`config.mk`:
```
export PLATFORM = sky130hd
export DESIGN_NAME = disp_chan_adapt
export DESIGN_NICKNAME = d
export VERILOG_FILES = /design/src/rtl/disp_pkg.sv /design/src/rtl/disp_chan_conv.sv /design/src/rtl/disp_chan_adapt.sv
export SDC_FILE = /design/constraint.sdc
export NUM_CORES = 1
export LEC_CHECK = 0
export CAP_MARGIN = 25
export CELL_PAD_IN_SITES_DETAIL_PLACEMENT = 1
export CELL_PAD_IN_SITES_GLOBAL_PLACEMENT = 2
export CORE_MARGIN = 2
export CORE_UTILIZATION = 30
export CTS_BUF_LIST = sky130_fd_sc_hd__clkbuf_16
export DETAILED_ROUTE_END_ITERATION = 8
export PLACE_DENSITY = 0.83
export SYNTH_ARGS = -nofsm -noshare
export SYNTH_HDL_FRONTEND = slang
export SYNTH_SLANG_ARGS = --single-unit
```
`constraint.sdc`:
```
create_clock -name clk -period 1.7 [get_ports clk]
set_input_delay 0.255 -clock clk [delete_from_list [all_inputs] [get_ports clk]]
set_output_delay 0.255 -clock clk [all_outputs]
set_load 0.03 [all_outputs]
```
`src/rtl/disp_pkg.sv`:
```
// ============================================================================
// Module      : disp_pkg
// Description : Shared encodings and constants for the display channel
//               adapter: colour modes, luma weights and 2x2 Bayer table.
// Revision    : 1.0 - initial release
// ============================================================================
`default_nettype none

package disp_pkg;

    // Colour mode requests, sampled on the frame-start pixel
    typedef enum logic [1:0] {
        MODE_NORMAL = 2'd0,
        MODE_GREY   = 2'd1,
        MODE_BGR    = 2'd2,
        MODE_BLACK  = 2'd3
    } disp_mode_e;

    // Luma approximation Y = (2r + 5g + b) >> 3; weights sum to 8, so the
    // result never exceeds the input channel maximum.
    localparam int LUMA_WR    = 2;
    localparam int LUMA_WG    = 5;
    localparam int LUMA_WB    = 1;
    localparam int LUMA_SHIFT = 3;

    // 2x2 ordered-dither table indexed by {iy, ix}:
    // (0,0)->0, (1,0)->2, (0,1)->3, (1,1)->1
    localparam logic [7:0] BAYER_LUT = {2'd1, 2'd3, 2'd2, 2'd0};

    function automatic logic [1:0] bayer_value(input logic ix, input logic iy);
        logic [7:0] lut;
        lut = BAYER_LUT;
        return lut[{iy, ix, 1'b0} +: 2];
    endfunction

endpackage

`default_nettype wire

```
`src/rtl/disp_chan_conv.sv`:
```
// ============================================================================
// Module      : disp_chan_conv
// Description : Combinational single-channel colour depth converter.
//               Widening replicates the input bits MSB-first; narrowing
//               truncates, or applies a 2x2 ordered dither first when the
//               DISP_ADAPT_DITHER_EN macro is defined.
// Revision    : 1.0 - initial release
// ============================================================================
`default_nettype none

module disp_chan_conv #(
    parameter int BPC_IN  = 5,
    parameter int BPC_OUT = 8
) (
    input  logic [BPC_IN-1:0]  c_i,
`ifdef DISP_ADAPT_DITHER_EN
    input  logic [1:0]         bayer_i,
`endif
    output logic [BPC_OUT-1:0] c_o
);

    if (BPC_OUT == BPC_IN) begin : g_pass
        assign c_o = c_i;
    end else if (BPC_OUT > BPC_IN) begin : g_widen
        // Repeat the input pattern from the MSB down until the output is full
        always_comb begin
            c_o = '0;
            for (int i = 0; i < BPC_OUT; i++) begin
                c_o[BPC_OUT-1-i] = c_i[BPC_IN-1-(i % BPC_IN)];
            end
        end
    end else begin : g_narrow
        localparam int DROP = BPC_IN - BPC_OUT;
`ifdef DISP_ADAPT_DITHER_EN
        logic [BPC_IN:0]   thr;
        logic [BPC_IN:0]   sum;
        logic [BPC_IN-1:0] sat;

        // Threshold spans the dropped bits; a single dropped bit can only
        // take the top bit of the Bayer value.
        if (DROP >= 2) begin : g_thr_wide
            assign thr = (BPC_IN+1)'(bayer_i) << (DROP - 2);
        end else begin : g_thr_one
            assign thr = (BPC_IN+1)'(bayer_i[1]);
        end

        assign sum = {1'b0, c_i} + thr;
        assign sat = sum[BPC_IN] ? {BPC_IN{1'b1}} : sum[BPC_IN-1:0];
        assign c_o = sat[BPC_IN-1 -: BPC_OUT];
`else
        assign c_o = c_i[BPC_IN-1 -: BPC_OUT];
`endif
    end

endmodule

`default_nettype wire

```
`src/rtl/disp_chan_adapt.sv`:
```
// ============================================================================
// Module      : disp_chan_adapt
// Description : Registered display output stage. Stage 1 applies the
//               frame-synchronous colour mode, stage 2 adapts channel depth
//               and blanks outside the active area, stages 3..PIPE delay.
//               Position and sync travel alongside the colour unchanged.
//               Optional macro DISP_ADAPT_DITHER_EN enables ordered dither
//               when narrowing.
// Revision    : 1.0 - initial release
// ============================================================================
`default_nettype none

module disp_chan_adapt
    import disp_pkg::*;
#(
    parameter int BPC_IN  = 5,
    parameter int BPC_OUT = 8,
    parameter int CORDW   = 16,
    parameter int PIPE    = 2
) (
    input  logic               clk,
    input  logic               rst_n,
    input  logic [1:0]         mode_in,
    input  logic [CORDW-1:0]   in_x,
    input  logic [CORDW-1:0]   in_y,
    input  logic               in_hsync,
    input  logic               in_vsync,
    input  logic               in_de,
    input  logic               in_frame,
    input  logic [BPC_IN-1:0]  in_r,
    input  logic [BPC_IN-1:0]  in_g,
    input  logic [BPC_IN-1:0]  in_b,
    output logic [CORDW-1:0]   out_x,
    output logic [CORDW-1:0]   out_y,
    output logic               out_hsync,
    output logic               out_vsync,
    output logic               out_de,
    output logic               out_frame,
    output logic [BPC_OUT-1:0] out_r,
    output logic [BPC_OUT-1:0] out_g,
    output logic [BPC_OUT-1:0] out_b
);

    localparam int SW = 2*CORDW + 4 + 3*BPC_OUT;

    // ---------------- mode latch ----------------
    // The frame-start pixel already uses the newly requested mode
    disp_mode_e mode_q, mode_d;
    assign mode_d = in_frame ? disp_mode_e'(mode_in) : mode_q;

    // Hold the colour mode for the whole frame
    always_ff @(posedge clk or negedge rst_n) begin
        if (!rst_n) mode_q <= MODE_NORMAL;
        else        mode_q <= mode_d;
    end

    // ---------------- stage 1: mode transform ----------------
    logic [BPC_IN+2:0] luma_sum;
    logic [BPC_IN-1:0] luma;
    logic [BPC_IN-1:0] r1_d, g1_d, b1_d;
    logic [BPC_IN-1:0] r1_q, g1_q, b1_q;
    logic [CORDW-1:0]  x1_q, y1_q;
    logic              hs1_q, vs1_q, de1_q, fr1_q;

    assign luma_sum = (BPC_IN+3)'(in_r) * (BPC_IN+3)'(LUMA_WR)
                    + (BPC_IN+3)'(in_g) * (BPC_IN+3)'(LUMA_WG)
                    + (BPC_IN+3)'(in_b) * (BPC_IN+3)'(LUMA_WB);
    assign luma = BPC_IN'(luma_sum >> LUMA_SHIFT);

    // Select the colour transform for the effective mode
    always_comb begin
        r1_d = in_r;
        g1_d = in_g;
        b1_d = in_b;
        case (mode_d)
            MODE_GREY: begin
                r1_d = luma;
                g1_d = luma;
                b1_d = luma;
            end
            MODE_BGR: begin
                r1_d = in_b;
                b1_d = in_r;
            end
            MODE_BLACK: begin
                r1_d = '0;
                g1_d = '0;
                b1_d = '0;
            end
            default: ;
        endcase
    end

    // Stage 1 pipeline register
    always_ff @(posedge clk or negedge rst_n) begin
        if (!rst_n) begin
            x1_q  <= '0;
            y1_q  <= '0;
            hs1_q <= 1'b0;
            vs1_q <= 1'b0;
            de1_q <= 1'b0;
            fr1_q <= 1'b0;
            r1_q  <= '0;
            g1_q  <= '0;
            b1_q  <= '0;
        end else begin
            x1_q  <= in_x;
            y1_q  <= in_y;
            hs1_q <= in_hsync;
            vs1_q <= in_vsync;
            de1_q <= in_de;
            fr1_q <= in_frame;
            r1_q  <= r1_d;
            g1_q  <= g1_d;
            b1_q  <= b1_d;
        end
    end

`ifdef DISP_ADAPT_DITHER_EN
    // ---------------- frame counter for dither phase ----------------
    logic [1:0] fcnt_q, fcnt_d;
    logic [1:0] fc1_q;
    logic [1:0] bayer;
    assign fcnt_d = in_frame ? fcnt_q + 2'd1 : fcnt_q;

    // Count frames and carry the pixel's own count into stage 1
    always_ff @(posedge clk or negedge rst_n) begin
        if (!rst_n) begin
            fcnt_q <= 2'd0;
            fc1_q  <= 2'd0;
        end else begin
            fcnt_q <= fcnt_d;
            fc1_q  <= fcnt_q;
        end
    end

    assign bayer = bayer_value(x1_q[0] ^ fc1_q[0], y1_q[0] ^ fc1_q[1]);
`endif

    // ---------------- stage 2: width adapt and blanking ----------------
    logic [BPC_OUT-1:0] cr, cg, cb;
    logic [3*BPC_OUT-1:0] rgb2;
    logic [SW-1:0] s2_d, s2_q, s_out;

    disp_chan_conv #(.BPC_IN(BPC_IN), .BPC_OUT(BPC_OUT)) u_conv_r (
        .c_i     (r1_q),
`ifdef DISP_ADAPT_DITHER_EN
        .bayer_i (bayer),
`endif
        .c_o     (cr)
    );

    disp_chan_conv #(.BPC_IN(BPC_IN), .BPC_OUT(BPC_OUT)) u_conv_g (
        .c_i     (g1_q),
`ifdef DISP_ADAPT_DITHER_EN
        .bayer_i (bayer),
`endif
        .c_o     (cg)
    );

    disp_chan_conv #(.BPC_IN(BPC_IN), .BPC_OUT(BPC_OUT)) u_conv_b (
        .c_i     (b1_q),
`ifdef DISP_ADAPT_DITHER_EN
        .bayer_i (bayer),
`endif
        .c_o     (cb)
    );

    assign rgb2 = de1_q ? {cr, cg, cb} : '0;
    assign s2_d = {x1_q, y1_q, hs1_q, vs1_q, de1_q, fr1_q, rgb2};

    // Stage 2 pipeline register
    always_ff @(posedge clk or negedge rst_n) begin
        if (!rst_n) s2_q <= '0;
        else        s2_q <= s2_d;
    end

    // ---------------- stages 3..PIPE: pure delay ----------------
    if (PIPE > 2) begin : g_delay
        logic [SW-1:0] dly_q [PIPE-2];

        // Shift the packed stage-2 word through the remaining stages
        always_ff @(posedge clk or negedge rst_n) begin
            if (!rst_n) begin
                for (int i = 0; i < PIPE-2; i++) dly_q[i] <= '0;
            end else begin
                dly_q[0] <= s2_q;
                for (int i = 1; i < PIPE-2; i++) dly_q[i] <= dly_q[i-1];
            end
        end

        assign s_out = dly_q[PIPE-3];
    end else begin : g_nodelay
        assign s_out = s2_q;
    end

    assign {out_x, out_y, out_hsync, out_vsync, out_de, out_frame,
            out_r, out_g, out_b} = s_out;

endmodule

`default_nettype wire

```
Word-level counts from Yosys, hierarchy flattened
Index checks and enable logic that the tools add are counted.
Word-level totals
  output and inout bits: 60
  bits of input ports: 55
  flip-flop bits (word level): 113
  logic and storage cells: 22
Cells by class
  eq/ne operators: 3
  mux-type cells: 5
  $mul: 1
  add/subtract/negate cells: 2
Operator list (number)
  $pmux 5 s3: 2
  $mux 24: 1
  $pmux 5 s2: 1
  $add 6x8->8: 1
  $add 8x5->8: 1
  $mul 5x3->8 const B: 1
  $eq 2x2->1 const B: 2
  $eq 2x1->1 const B: 1
  $mux 2: 1

Depth between registers and ports, before layout
  depth after elaboration: 4
  depth in mapped cells: 10
  depth with buffers taken out: 10

Hierarchy
From an unflattened synthesis, not the netlist that was laid out.
Unflattened totals
  cells, all modules: 264
  area total of the unflattened synthesis: 3946.3 µm²
Modules (own cells, without submodules)
  disp_chan_adapt: cells an instance 240, times used 1, area an instance 3766.1 µm²
  disp_chan_conv: cells an instance 8, times used 3, area an instance 60.1 µm²

Least setup slack after synthesis
Ideal clock, no wire load.
  path kind: in2reg
  from: input port in_g[2]
  to: register b1_q[4]
  cell stages on the path: 10
  data arrival time: 2.688 ns
  slack: -1.078 ns
  required time: 1.610 ns
  path through: ha_1 fa_1 inv_1 fa_1 inv_1 ha_1 a21oi_1 o31ai_2 a2111o_1 o221ai_1
Between the ends
  cells in the longest elaborated chain, start to end: 4
RTL lines
  start: declaration: RTL line disp_chan_adapt.sv:31  | input logic [BPC_IN-1:0] in_g,
  $mul 5x3->8: RTL line disp_chan_adapt.sv:66  | + (BPC_IN+3)'(in_g) * (BPC_IN+3)'(LUMA_WG)
  $add 6x8->8: RTL line disp_chan_adapt.sv:66
  $add 8x5->8: RTL line disp_chan_adapt.sv:67  | + (BPC_IN+3)'(in_b) * (BPC_IN+3)'(LUMA_WB);
  $pmux 5 s3: RTL line disp_chan_adapt.sv:75  | case (mode_d)
  net b1_d[4]: RTL line disp_chan_adapt.sv:60  | logic [BPC_IN-1:0] r1_d, g1_d, b1_d;
  end signal: assignment: RTL line disp_chan_adapt.sv:105  | b1_q <= '0;
  end signal: assignment: RTL line disp_chan_adapt.sv:115  | b1_q <= b1_d;
  end: declaration: RTL line disp_chan_adapt.sv:61  | logic [BPC_IN-1:0] r1_q, g1_q, b1_q;
The timed path passes the listed nets, and every way through them passes these cells.

Final worst setup path
  from: input port in_g[4]
  to: register r1_q[4]
Between the ends
  cells in the longest elaborated chain, start to end: 4
RTL lines
  $mul 5x3->8: RTL line disp_chan_adapt.sv:66
  $add 6x8->8: RTL line disp_chan_adapt.sv:66
  $add 8x5->8: RTL line disp_chan_adapt.sv:67
  $pmux 5 s3: RTL line disp_chan_adapt.sv:75
  net r1_d[4]: RTL line disp_chan_adapt.sv:60
  end signal: assignment: RTL line disp_chan_adapt.sv:113  | r1_q <= r1_d;
  end: declaration: RTL line disp_chan_adapt.sv:61
The timed path passes the listed nets, and every way through them passes these cells.

==> flow_metrics.tcl <==
set metrics [dict create \
    status "finished, violations left" \
    violations "negative setup slack" \
    r2r_cells 4 \
    setup_slack_ps -790 \
    critPathArrivalTime_ps 2740 \
    syn_area_um2 3550 \
    grt_pass1_wl_mm 13.8 \
    reg2reg_to "r1_q[4]" \
    yosysUniqueCellTypes 33 \
    nNetsFinal 447 \
    first_global_vias 2553 \
    slowest_stage "fa_1" \
    cp_slowest_stage_delay_ps 490 \
    top_level_ports 115 \
    place_ws_ps -1710 \
    final-hold-violation-count 0 \
    drt-initial-drc-count 84 \
    drt_wl_total_mm 8.53 \
    maxCapViolations 0 \
    setup_viol 15 \
    post-route-period-util 1.46 \
    wl_per_cell_um 16.4 \
    final_core_util 0.488 \
    r2r_start "mode_q[0]" \
    hold_path_depth 3 \
    synthCells 230 \
    hpwl_mm 6.35 \
    fmax_mhz 402 \
    grt.total_usage 0.142 \
    cpLargestDelayFamily "adder cells" \
    switching_share 0.279 \
    start_util 0.309 \
    coreArea_um2 11500 \
    maxSlewHeadroom 0.681 \
    hold-path-endpoint "g1_q[2]" \
    cts-buffers-inserted 9 \
    pwr-share-clk 0.309 \
    vdd_drop_max_uv 804 \
    path_clk_slew_ps 60 \
    ys_top_cells_by_count "dfrtp_1 (104), inv_1 (19), and2_1 (17)" \
    crit_path_cell_trace "buf_8 -> ha_4 -> fa_1 -> inv_1 -> fa_1 -> inv_2 -> ha_4 -> a21oi_4 -> o31ai_4 -> a2111o_1 -> o221ai_2" \
    worstHoldStart "in_g[2]" \
    finalMaxSlewViolations 0 \
    ys_warn_count 0 \
    whs_ps 198 \
    power_frac_comb 0.268 \
    postRouteAntennaNets 0 \
    drc 0 \
    io_buffer_count 114 \
    layout_min_cycle_time_ps 2490 \
    std_cell_rows 39 \
    dpl_cell_area_um2 5070 \
    p_leak_nw 2.51 \
    path_buf_inv 3 \
    clk_path_buf_depth 2 \
    vias_per_cell 4.28 \
    clock_skew_ps 6.35 \
    yosysMostFrequentCell "dfrtp_1" \
    fin_total_pwr_mw 6.50 \
    synth_area_leaders "dfrtp_1 (73%), ha_1 (4.2%), fa_1 (3.9%), and2_1 (3.0%), inv_1 (2.0%)" \
    min_path_type "in -> reg" \
    power_density_nw_per_um2 1160 \
    synth_flop_cell "dfrtp_1" \
    synth-edff-count 0 \
    antenna_found_initial 0 \
    diodes 0 \
    internal-power_mw 4.69 \
    synth_nets 304 \
    clock-sinks 104 \
    die_h_um 113 \
    max_slew.worst_pin.slew_ps 479 \
    synth_area_leader_cell "dfrtp_1" \
    yosysSeqAreaShare 0.733 \
    post-route-cell-area_um2 5600 \
    cts_tree "done" \
    drive_gt1_frac 0.230 \
    critical_path_class "in -> reg" \
    drt_first_pass_iters 3 \
    cp_max_fo 4 \
    ys_ff_latch 104 \
    areaGrowthSynthToFinish_pct 57.8 \
    r2r_slack_ps 400 \
    clock_latency_ps 340 \
    root_buffer "clkbuf_16" \
    crit_required_ps 1950 \
    vias 2230 \
    grt_setup_unrepaired "true" \
    die_area_um2 12700 \
    synth_area_per_cell_um2 15.4 \
    gr-total-overflow 0 \
    gp_congestion 0.774 \
    worstSetupEndpointType "flip-flop" \
    synth_top_area_frac 0.733 \
    die_x_um 113 \
    p_switching_mw 1.81 \
    async_flop_share 1.00 \
    grt_max_degree 38 \
    cp-start-kind "input port" \
    htreeDepth 3 \
    p_seq_frac 0.423 \
]
## layer usage
| layer | global-route usage | vias to the layer above | wire length [um] |
|---|---|---|---|
| li1 | - | 1026 | - |
| met1 | 0.176 | 1101 | 3550 |
| met2 | 0.242 | 94 | 4230 |
| met3 | 0.0252 | 9 | 598 |
| met4 | 0.0659 | 0 | 151 |
| met5 | 0 | - | 0 |
## cell families (layout without fill, tap and decap cells)
group                      Yosys count  count (layout)  synth area share
AOI/OAI and AO/OA                   31              31            0.0599
xor gates and xnor gates             2               2           0.00494
adders and majority gates           19              19            0.0818
buffers and inverters               33             181            0.0480
DFF                                104             104             0.733
muxes                                5               5            0.0176
and+or+nand+nor                     36              36            0.0543
## worst min-delay path, cell delays in order
cell and delay (ps):
buf_6 90, nand2_1 70, o21ai_1 80
## power groups by stage
stage | clock network, mW | registers, mW | logic, mW
6_report | 2.01 | 2.75 | 1.74
5_1_grt | 2.19 | 2.77 | 1.86
4_1_cts | 2.09 | 2.76 | 1.60
3_5_place_dp | 0 | 2.80 | 1.38
3_3_place_gp | 0 | 2.80 | 1.34
2_1_floorplan | 0 | 2.96 | 0.575
## layout by cell type (no fill, tap or decap), types with 2 or more instances in the layout
cell type          n
o21ai_2            2
o32ai_2            2
ha_1               7
buf_4             24
inv_2              4
dlygate4sd2_1      5
xnor2_4            2
dfrtp_1          104
clkbuf_16          9
o22ai_2            2
o22ai_1            3
inv_6              2
buf_8              3
buf_12             4
mux2i_1            4
nor2_1             4
dlymetal6s2s_1     2
o221ai_2           2
clkdlybuf4s50_1  100
clkinv_2           2
and2_1            17
fa_1               5
fa_2               2
ha_4               5
a21oi_1            8
nand2_1            8
buf_6              4
inv_1             15
## cell type report
cell class                 instances  area (um2)
clock buffer                       9         225
clock inverter                     7        68.8
fill                            1145        5870
inverter                          20        77.6
multi-input combinational         93        1000
sequential                       104        2600
tap                              143         179
timing repair buffer             145        1450
## worst max-delay path by stage
stage / slack, ps / from / cells past startpoint / end
after floorplan: -900 / in_g[2] / 10 / b1_q[4]
after global placement: -1610 / in_g[2] / 11 / b1_q[4]
after detailed placement: -1710 / in_g[2] / 11 / r1_q[4]
after CTS: -830 / in_g[1] / 12 / r1_q[2]
after global routing: -860 / in_g[3] / 12 / r1_q[2]
final: -790 / in_g[4] / 11 / r1_q[4]
## sequential cells by signal, summed over array words and instances, names as in the netlist
register and flops:
y1_q 16, x1_q 16, s2_q 51, hs1_q 1
de1_q 1, vs1_q 1, mode_q 2, b1_q 5
g1_q 5, r1_q 5, fr1_q 1
## timing repair
| item | CTS | global route |
|---|---|---|
| pin swaps | 19 | 16 |
| hold endpoints to repair | 35 | 0 |
| hold buffers | 1 | 0 |
| gates resized for setup | 53 | 19 |
| buffers inserted | 4 | 2 |
| endpoints found under the setup margin | 18 | 16 |
## per-stage QoR
step	TNS (ps)	cells
6_report	-9920	521
2_1_floorplan	-11090	230
3_3_place_gp	-21710	498
4_1_cts	-10360	519
3_5_place_dp	-22520	498
5_1_grt	-10690	521
Note: power is estimated with default switching activity, not from simulation.
